$ cat config.mk
export PLATFORM = sky130hd
export DESIGN_NAME = otbn_bignum_wb_queue_flat
export DESIGN_NICKNAME = d
export VERILOG_FILES = /design/src/rtl/otbn_bignum_wb_queue_if.sv /design/src/rtl/otbn_bignum_wb_queue.sv /design/src/flat_wrapper.sv
export SDC_FILE = /design/constraint.sdc
export NUM_CORES = 2
export LEC_CHECK = 0
export ABC_AREA = 0
export CORE_AREA = 8 8 344 346
export DETAILED_ROUTE_END_ITERATION = 16
export DIE_AREA = 0 0 352 354
export GPL_ROUTABILITY_DRIVEN = 1
export PLACE_DENSITY = 0.81
export SLEW_MARGIN = 20
export SYNTH_ARGS = -nofsm -noshare
export SYNTH_HDL_FRONTEND = slang
export SYNTH_SLANG_ARGS = --single-unit
$ cat constraint.sdc
create_clock -name clk_i -period 42.2 [get_ports clk_i]
set_input_delay 4.22 -clock clk_i [delete_from_list [all_inputs] [get_ports clk_i]]
set_output_delay 4.22 -clock clk_i [all_outputs]
set_load 0.02 [all_outputs]
$ cat src/rtl/otbn_bignum_wb_queue_if.sv
// rtl/otbn_bignum_wb_queue_if.sv - producer, RF write, RF read and status signals of the WDR write-back queue
interface otbn_bignum_wb_queue_if #(
  parameter int WLEN  = 256,
  parameter int WdrAw = 5,
  parameter int NWdr  = 32
);
  logic             in_valid_i;
  logic             in_ready_o;
  logic [WdrAw-1:0] in_addr_i;
  logic [7:0]       in_en_i;
  logic [WLEN-1:0]  in_data_i;
  logic             drain_en_i;
  logic             flush_i;
  logic [WdrAw-1:0] wr_addr_a_o;
  logic [WdrAw-1:0] wr_addr_b_o;
  logic [7:0]       wr_en_a_o;
  logic [7:0]       wr_en_b_o;
  logic [WLEN-1:0]  wr_data_a_o;
  logic [WLEN-1:0]  wr_data_b_o;
  logic             wr_commit_o;
  logic [NWdr-1:0]  rf_we_a_o;
  logic [NWdr-1:0]  rf_we_b_o;
  logic             rd_en_a_i;
  logic             rd_en_b_i;
  logic [WdrAw-1:0] rd_addr_a_i;
  logic [WdrAw-1:0] rd_addr_b_i;
  logic             hazard_o;
  logic             empty_o;
  logic             err_o;

  modport slave (
    input  in_valid_i, in_addr_i, in_en_i, in_data_i, drain_en_i, flush_i,
           rd_en_a_i, rd_en_b_i, rd_addr_a_i, rd_addr_b_i,
    output in_ready_o, wr_addr_a_o, wr_addr_b_o, wr_en_a_o, wr_en_b_o,
           wr_data_a_o, wr_data_b_o, wr_commit_o, rf_we_a_o, rf_we_b_o,
           hazard_o, empty_o, err_o
  );

  modport master (
    output in_valid_i, in_addr_i, in_en_i, in_data_i, drain_en_i, flush_i,
           rd_en_a_i, rd_en_b_i, rd_addr_a_i, rd_addr_b_i,
    input  in_ready_o, wr_addr_a_o, wr_addr_b_o, wr_en_a_o, wr_en_b_o,
           wr_data_a_o, wr_data_b_o, wr_commit_o, rf_we_a_o, rf_we_b_o,
           hazard_o, empty_o, err_o
  );
endinterface

$ cat src/rtl/otbn_bignum_wb_queue.sv
// rtl/otbn_bignum_wb_queue.sv - in-order WDR write-back queue draining up to two writes per cycle
// Optional RAW hazard detection against pending entries: define OTBN_WBQ_HAZARD_EN.
module otbn_bignum_wb_queue #(
  parameter int Depth = 4,
  parameter int WLEN  = 256,
  parameter int WdrAw = 5,
  parameter int NWdr  = 32
) (
  input  logic                   clk_i,
  input  logic                   rst_i,
  otbn_bignum_wb_queue_if.slave  bus
);
  localparam int PtrW = $clog2(Depth);
  localparam int CntW = PtrW + 1;

  logic [PtrW-1:0]  rptr_q, rptr_d, wptr_q, wptr_d;
  logic [CntW-1:0]  count_q, count_d;
  logic             err_q, err_d;
  logic [WdrAw-1:0] addr_q [Depth];
  logic [WdrAw-1:0] addr_d [Depth];
  logic [7:0]       en_q   [Depth];
  logic [7:0]       en_d   [Depth];
  logic [WLEN-1:0]  data_q [Depth];
  logic [WLEN-1:0]  data_d [Depth];

  logic            in_ready, push, store, drain_ok, act_a, act_b, overrun, cnt_bad;
  logic [1:0]      pop;
  logic [PtrW-1:0] head_idx, next_idx, ptr_diff;

  assign in_ready = (count_q < CntW'(Depth));
  assign head_idx = rptr_q;
  assign next_idx = rptr_q + PtrW'(1);
  assign ptr_diff = wptr_q - rptr_q;

  always_comb begin
    drain_ok = bus.drain_en_i && !bus.flush_i && (count_q != '0);
    act_a    = drain_ok;
    // Same destination back to back must commit in separate cycles to keep write order.
    act_b    = drain_ok && (count_q >= CntW'(2)) && (addr_q[next_idx] != addr_q[head_idx]);
    pop      = {1'b0, act_a} + {1'b0, act_b};
    push     = bus.in_valid_i && in_ready && !bus.flush_i;
    store    = push && (bus.in_en_i != 8'd0);
    overrun  = bus.in_valid_i && !in_ready && !bus.flush_i;
    cnt_bad  = (count_q != {1'b0, ptr_diff}) &&
               !((count_q == CntW'(Depth)) && (ptr_diff == '0));
  end

  always_comb begin
    addr_d  = addr_q;
    en_d    = en_q;
    data_d  = data_q;
    rptr_d  = rptr_q;
    wptr_d  = wptr_q;
    count_d = count_q;
    err_d   = err_q | overrun | cnt_bad;
    if (bus.flush_i) begin
      rptr_d  = '0;
      wptr_d  = '0;
      count_d = '0;
    end else begin
      if (store) begin
        addr_d[wptr_q] = bus.in_addr_i;
        en_d[wptr_q]   = bus.in_en_i;
        data_d[wptr_q] = bus.in_data_i;
        wptr_d         = wptr_q + PtrW'(1);
      end
      rptr_d  = rptr_q + PtrW'(pop);
      count_d = count_q + CntW'(store) - CntW'(pop);
    end
  end

  always_ff @(posedge clk_i or posedge rst_i) begin
    if (rst_i) begin
      rptr_q  <= '0;
      wptr_q  <= '0;
      count_q <= '0;
      err_q   <= 1'b0;
      for (int i = 0; i < Depth; i++) begin
        addr_q[i] <= '0;
        en_q[i]   <= '0;
        data_q[i] <= '0;
      end
    end else begin
      rptr_q  <= rptr_d;
      wptr_q  <= wptr_d;
      count_q <= count_d;
      err_q   <= err_d;
      addr_q  <= addr_d;
      en_q    <= en_d;
      data_q  <= data_d;
    end
  end

  always_comb begin
    bus.wr_addr_a_o = '0;
    bus.wr_en_a_o   = '0;
    bus.wr_data_a_o = '0;
    bus.rf_we_a_o   = '0;
    bus.wr_addr_b_o = '0;
    bus.wr_en_b_o   = '0;
    bus.wr_data_b_o = '0;
    bus.rf_we_b_o   = '0;
    if (act_a) begin
      bus.wr_addr_a_o = addr_q[head_idx];
      bus.wr_en_a_o   = en_q[head_idx];
      bus.wr_data_a_o = data_q[head_idx];
      if (en_q[head_idx] != 8'd0) begin
        bus.rf_we_a_o = {{(NWdr-1){1'b0}}, 1'b1} << addr_q[head_idx];
      end
    end
    if (act_b) begin
      bus.wr_addr_b_o = addr_q[next_idx];
      bus.wr_en_b_o   = en_q[next_idx];
      bus.wr_data_b_o = data_q[next_idx];
      if (en_q[next_idx] != 8'd0) begin
        bus.rf_we_b_o = {{(NWdr-1){1'b0}}, 1'b1} << addr_q[next_idx];
      end
    end
  end

  assign bus.in_ready_o  = in_ready;
  assign bus.wr_commit_o = act_a;
  assign bus.empty_o     = (count_q == '0);
  assign bus.err_o       = err_q;

`ifdef OTBN_WBQ_HAZARD_EN
  logic            hit_a, hit_b;
  logic [PtrW-1:0] scan_idx;

  // Entries being drained this cycle still count as pending; a same-cycle push does not.
  always_comb begin
    hit_a    = 1'b0;
    hit_b    = 1'b0;
    scan_idx = '0;
    for (int k = 0; k < Depth; k++) begin
      scan_idx = rptr_q + PtrW'(k);
      if (CntW'(k) < count_q) begin
        if (addr_q[scan_idx] == bus.rd_addr_a_i) hit_a = 1'b1;
        if (addr_q[scan_idx] == bus.rd_addr_b_i) hit_b = 1'b1;
      end
    end
  end

  assign bus.hazard_o = (bus.rd_en_a_i && hit_a) || (bus.rd_en_b_i && hit_b);
`else
  logic unused_rd;
  assign unused_rd    = ^{bus.rd_en_a_i, bus.rd_en_b_i, bus.rd_addr_a_i, bus.rd_addr_b_i};
  assign bus.hazard_o = 1'b0;
`endif
endmodule
$ cat src/flat_wrapper.sv
// flat-port wrapper written by rule: the top's interface ports become plain ports
module otbn_bignum_wb_queue_flat 
#(
  parameter int Depth = 4,
  parameter int WLEN  = 256,
  parameter int WdrAw = 5,
  parameter int NWdr  = 32
)
  (clk_i, rst_i, bus_in_valid_i, bus_in_addr_i, bus_in_en_i, bus_in_data_i, bus_drain_en_i, bus_flush_i, bus_rd_en_a_i, bus_rd_en_b_i, bus_rd_addr_a_i, bus_rd_addr_b_i, bus_in_ready_o, bus_wr_addr_a_o, bus_wr_addr_b_o, bus_wr_en_a_o, bus_wr_en_b_o, bus_wr_data_a_o, bus_wr_data_b_o, bus_wr_commit_o, bus_rf_we_a_o, bus_rf_we_b_o, bus_hazard_o, bus_empty_o, bus_err_o);
  otbn_bignum_wb_queue_if #(.WLEN(WLEN), .WdrAw(WdrAw), .NWdr(NWdr)) bus_i ();
  input  logic clk_i;
  input  logic rst_i;
  input wire logic [$bits(bus_i.in_valid_i)-1:0] bus_in_valid_i;
  input wire logic [$bits(bus_i.in_addr_i)-1:0] bus_in_addr_i;
  input wire logic [$bits(bus_i.in_en_i)-1:0] bus_in_en_i;
  input wire logic [$bits(bus_i.in_data_i)-1:0] bus_in_data_i;
  input wire logic [$bits(bus_i.drain_en_i)-1:0] bus_drain_en_i;
  input wire logic [$bits(bus_i.flush_i)-1:0] bus_flush_i;
  input wire logic [$bits(bus_i.rd_en_a_i)-1:0] bus_rd_en_a_i;
  input wire logic [$bits(bus_i.rd_en_b_i)-1:0] bus_rd_en_b_i;
  input wire logic [$bits(bus_i.rd_addr_a_i)-1:0] bus_rd_addr_a_i;
  input wire logic [$bits(bus_i.rd_addr_b_i)-1:0] bus_rd_addr_b_i;
  output wire logic [$bits(bus_i.in_ready_o)-1:0] bus_in_ready_o;
  output wire logic [$bits(bus_i.wr_addr_a_o)-1:0] bus_wr_addr_a_o;
  output wire logic [$bits(bus_i.wr_addr_b_o)-1:0] bus_wr_addr_b_o;
  output wire logic [$bits(bus_i.wr_en_a_o)-1:0] bus_wr_en_a_o;
  output wire logic [$bits(bus_i.wr_en_b_o)-1:0] bus_wr_en_b_o;
  output wire logic [$bits(bus_i.wr_data_a_o)-1:0] bus_wr_data_a_o;
  output wire logic [$bits(bus_i.wr_data_b_o)-1:0] bus_wr_data_b_o;
  output wire logic [$bits(bus_i.wr_commit_o)-1:0] bus_wr_commit_o;
  output wire logic [$bits(bus_i.rf_we_a_o)-1:0] bus_rf_we_a_o;
  output wire logic [$bits(bus_i.rf_we_b_o)-1:0] bus_rf_we_b_o;
  output wire logic [$bits(bus_i.hazard_o)-1:0] bus_hazard_o;
  output wire logic [$bits(bus_i.empty_o)-1:0] bus_empty_o;
  output wire logic [$bits(bus_i.err_o)-1:0] bus_err_o;
  assign bus_i.in_valid_i = bus_in_valid_i;
  assign bus_i.in_addr_i = bus_in_addr_i;
  assign bus_i.in_en_i = bus_in_en_i;
  assign bus_i.in_data_i = bus_in_data_i;
  assign bus_i.drain_en_i = bus_drain_en_i;
  assign bus_i.flush_i = bus_flush_i;
  assign bus_i.rd_en_a_i = bus_rd_en_a_i;
  assign bus_i.rd_en_b_i = bus_rd_en_b_i;
  assign bus_i.rd_addr_a_i = bus_rd_addr_a_i;
  assign bus_i.rd_addr_b_i = bus_rd_addr_b_i;
  assign bus_in_ready_o = bus_i.in_ready_o;
  assign bus_wr_addr_a_o = bus_i.wr_addr_a_o;
  assign bus_wr_addr_b_o = bus_i.wr_addr_b_o;
  assign bus_wr_en_a_o = bus_i.wr_en_a_o;
  assign bus_wr_en_b_o = bus_i.wr_en_b_o;
  assign bus_wr_data_a_o = bus_i.wr_data_a_o;
  assign bus_wr_data_b_o = bus_i.wr_data_b_o;
  assign bus_wr_commit_o = bus_i.wr_commit_o;
  assign bus_rf_we_a_o = bus_i.rf_we_a_o;
  assign bus_rf_we_b_o = bus_i.rf_we_b_o;
  assign bus_hazard_o = bus_i.hazard_o;
  assign bus_empty_o = bus_i.empty_o;
  assign bus_err_o = bus_i.err_o;
  otbn_bignum_wb_queue #(.Depth(Depth), .WLEN(WLEN), .WdrAw(WdrAw), .NWdr(NWdr)) u_core (.clk_i(clk_i), .rst_i(rst_i), .bus(bus_i));
endmodule
# == Word-level counts from Yosys, hierarchy flattened ==
# Cells that the tools add are included.
# W data, S select, Z words.
# word_totals
in_bits,286
output_inout_bits,607
ff_bits,1084
word_cells,104
# classes
magnitude_cmp,6
n_reduce_logical,23
eq_ne,3
mux,41
n_addsub,7
shift,2
bitwise_logic,6
# ops
cell,n
$mux W256,7
$bmux W256 S2,2
$bwmux W1024,1
$demux W256 S2,1
$mux W32,4
$shl A1 B5 Y32 const A,2
$mux W8,7
$mux W5,7
$bmux W8 S2,2
$bwmux W32,1
$reduce_bool A8 Y1,3
$bmux W5 S2,2
$bwmux W20,1
$demux W8 S2,1
$logic_and A1 B1 Y1,12
$demux W5 S2,1
$ge A3 B3 Y1 const B,3
$not A2 Y3,3
$mux W2,3
$ne A5 B5 Y1,1
$add A2 B1 Y2 const B,2
$add A3 B1 Y3,1
$eq A3 B3 Y1 const B,1
$ge A3 B2 Y1 const B,1
16 further kinds,19

# == Logic depth before layout (Yosys ltp) ==
# logic_depth
ltp_word,10
depth_mapped,17
ltp_nobuf,14

# == Worst setup path before layout ==
# No wires, ideal clock.
# synth_timing
path_type,input to output
startpoint,input bus_flush_i
endpoint,output bus_rf_we_a_o[10]
required_ns,37.980
arrival_time_ns,5.844
setup_slack_ns,32.136
path_buffers,2
cell_stages,8
cell_sequence,clkbuf_1 > nor2b_1 > nand2b_1 > clkinv_1 > and2_1 > or3b_1 > buf_2 > nor2_1
# synth_via
elab_chain_len,4
# synth_rtl
item,line_no,text
from (decl),flat_wrapper.sv:18,input wire logic [$bits(bus_i.flush_i)-1:0] bus_flush_i;
$logic_not A1 Y1,otbn_bignum_wb_queue.sv:36,drain_ok = bus.drain_en_i && !bus.flush_i && (count_q != '0);
$logic_and A1 B1 Y1 (2 in a row),otbn_bignum_wb_queue.sv:36,
$mux W32,otbn_bignum_wb_queue.sv:103,if (act_a) begin
to (decl),flat_wrapper.sv:31,output wire logic [$bits(bus_i.rf_we_a_o)-1:0] bus_rf_we_a_o;
# Every way passes these cells.

# == Final worst setup path ==
# layout_timing
startpoint,input bus_flush_i
endpoint,output bus_wr_data_a_o[90]
# layout_via
elab_chain_len,4
# layout_rtl
item,line_no,text
$logic_not A1 Y1,otbn_bignum_wb_queue.sv:36,
$logic_and A1 B1 Y1 (2 in a row),otbn_bignum_wb_queue.sv:36,
$mux W256,otbn_bignum_wb_queue.sv:103,
to (decl),flat_wrapper.sv:28,output wire logic [$bits(bus_i.wr_data_a_o)-1:0] bus_wr_data_a_o;
# Every way passes these cells.

==> metrics.cfg <==
[status]
status = complete, no violations

[global_route]
grt_pass1_vias = 40025
track_usage_pct = 25.6
overflow = 0
grt_max_degree = 185
grt_pass1_wl_mm = 252
antenna_found_initial = 51

[timing]
final_max_slew_viol_count = 0
fmax_mhz = 80.6
tns_ps = 0
grt_setup_unrepaired = no
fin_crit_ps = 12410
slew_headroom_pct = 13.2
final.setup_skew_ps = 26.5
hold_viol = 0
setup_viol = 0
worst_slew_pin_slew_ps = 1300
fin_crit_sh_pct = 29.4

[clock_tree]
root_buffer = clkbuf_16
numCtsBuffers = 114
holdBufCountCts = 0
cts.sinks = 1084
clkTransAtPathRegs_ps = 60
htreeDepth = 3
post_cts_buffers = 0
cts_tree = yes
cts.repair.resized = 0
clock_latency_ps = 700
cts_max_path_buffers = 3

[floorplan]
ios = 893
die_w_um = 352
die_y_um = 354
fp.dieArea_sq_um = 125000
initial_core_util_pct = 51.3
core_area_sq_um = 113000
rows = 124

[setup_path]
start_kind = input pin
crit_fanout = 71
worstSetupPathType = input pin to output port
end_kind = output port
required_ps = 37980
cp.arrival_ps = 8190

[yosys]
ys_ff_latch = 1084
synth-seq-area-share_pct = 46.7
syn_nets = 4092
synth_cell_type_count = 50
netlist_area_sq_um = 58100
async_flop_share_pct = 100
ys_warn_count = 0
synth_top_flop_cell = dfrtp_1
syn_avg_cell_area_sq_um = 15.3
synth_edf_count = 0
synth_cells = 3795

[final_layout]
final_common_cell = dfrtp_1
regArea_sq_um = 27100
layout_common_cells = dfrtp_1 (1082), mux2_2 (970), clkdlybuf4s50_1 (879)
instances_no_fill = 6176
fillers = 8135
area_growth_pct = 23.0
drive_gt1_share_pct = 37.8
multi_input_area_sq_um = 29100
fin_nets = 4824

[route]
wire_per_inst_um = 26.4
routed_wl_mm = 163
vias = 37429
drt.antenna.violating_nets = 0
drt_iter0_markers = 2227
firstDrtPassIters = 5
route.detailed.drc = 0
avgViaCountPerCell = 6.06

[pwr]
vdd_drop_max_mv = 0.0515
p_leak_nw = 28.1
powerDensity_nw_per_um2 = 68.1

[placed_design]
dp.cells = 5923
portBuffers = 879
place_hpwl_mm = 108
gp_congestion = 0.863

[flow_run]
max_cap_violations = 0

[min_path]
hold_class = flip-flop to flip-flop

-- registers in the layout (all words and copies together), names as in the netlist --
register / flops
u_core.bus.err_o: 1
u_core.count_q: 3
u_core.head_idx: 2
u_core.data_q: 1024
u_core.addr_q: 20
u_core.en_q: 32
u_core.wptr_q: 2
-- metal layers --
layer | up-vias | track usage [%] | wire (um)
met5 | - | 0 | 131
met4 | 20 | 14.9 | 9750
met3 | 374 | 5.93 | 9630
met2 | 1232 | 42.1 | 81700
met1 | 20067 | 31.2 | 61600
li1 | 15736 | - | -
-- cells by family after synthesis --
logic type	count (synthesis)	share of synthesized area [%]
other	1	0.00646
AO/OA/AOI/OAI	19	0.306
multiplexers	1620	41.9
XOR/XNOR	25	0.377
buffers and inverters	328	3.23
flip-flops	1084	46.7
adder cells (fa/ha/maj)	11	0.250
AND/OR/NAND/NOR	707	7.21
-- worst max-delay path, stage by stage --
cell             delay [ps]
clkdlybuf4s50_1         610
nor2b_1                 270
nand2b_1                210
inv_6                   370
buf_4                   710
buf_4                   740
and2_1                  240
clkdlybuf4s50_1         700
-- path summary, 6_finish.rpt --
kind | to | from | cells after the start | slack, ps
max | bus_wr_data_a_o[90] | bus_flush_i | 8 | 29790
min | u_core.bus.err_o$_DFF_PP0_ | u_core.bus.err_o$_DFF_PP0_ | 2 | 490
max reg2reg | u_core.data_q[185]$_DFFE_PP0P_ | u_core.count_q[2]$_DFF_PP0_ | 5 | 37640
min reg2reg | u_core.bus.err_o$_DFF_PP0_ | u_core.bus.err_o$_DFF_PP0_ | 2 | 490
max in group asynchronous | u_core.data_q[987]$_DFFE_PP0P_ | rst_i | 6 | 34500
min in group asynchronous | u_core.data_q[811]$_DFFE_PP0P_ | rst_i | 2 | 4060
-- final cells by class --
cell class                      instances  share of cell area (%)
Inverter                               16                   0.102
Clock inverter                         32                   0.498
Sequential cell                      1084                    38.0
Tap cell                             1512                    2.65
Clock buffer                          177                    4.86
Antenna cell                           44                   0.154
Multi-Input combinational cell       2383                    40.7
Timing Repair Buffer                  928                    13.0
-- cells in the mapped netlist (all sizes together) (2+ instances only) --
| library cell | n | share of area, % |
|---|---|---|
| or3b | 2 | 0.030 |
| xnor2 | 10 | 0.15 |
| nand2b | 4 | 0.043 |
| mux4 | 537 | 21 |
| nor2b | 271 | 2.9 |
| nand3b | 3 | 0.039 |
| ha | 10 | 0.22 |
| nor4 | 6 | 0.086 |
| a21oi | 2 | 0.024 |
| or4 | 3 | 0.039 |
| nand2 | 16 | 0.10 |
| clkbuf | 43 | 0.28 |
| mux2i | 6 | 0.10 |
| and2 | 273 | 2.9 |
| nor3 | 15 | 0.15 |
| o21ai | 6 | 0.065 |
| dfrtp | 1084 | 47 |
| a2111oi | 3 | 0.078 |
| buf | 269 | 2.8 |
| a211oi | 2 | 0.026 |
| nor2 | 72 | 0.47 |
| inv | 15 | 0.097 |
| xor2 | 15 | 0.23 |
| o31ai | 3 | 0.071 |
| mux2 | 1077 | 21 |
| or3 | 3 | 0.032 |
| nand3 | 37 | 0.32 |
-- stage by stage --
step | total power (W) | instance area (sq um) | util [%] | setup slack, ps | hold slack, ps
after floorplan | 0.00329 | 58100 | - | 7460 | 467
after global placement | 0.00376 | 67400 | 59.6 | 29740 | 474
after detailed placement | 0.00385 | 67400 | 59.6 | 29720 | 468
after CTS | 0.00489 | 71300 | 63.0 | 29700 | 491
after global routing | 0.00512 | 71400 | 63.1 | 29560 | 514
final | 0.00486 | 71400 | 63.1 | 29790 | 487
-- power breakdown --
group | internal (W) | switching [W] | leakage, nW
Sequential | 0.00153 | 0.000382 | 13.6
Combinational | 0.00119 | 0.000747 | 12.6
Clock | 0.000594 | 0.000420 | 1.89
Total | 0.00331 | 0.00155 | 28.1
Note: power is estimated with default switching activity, not from simulation.
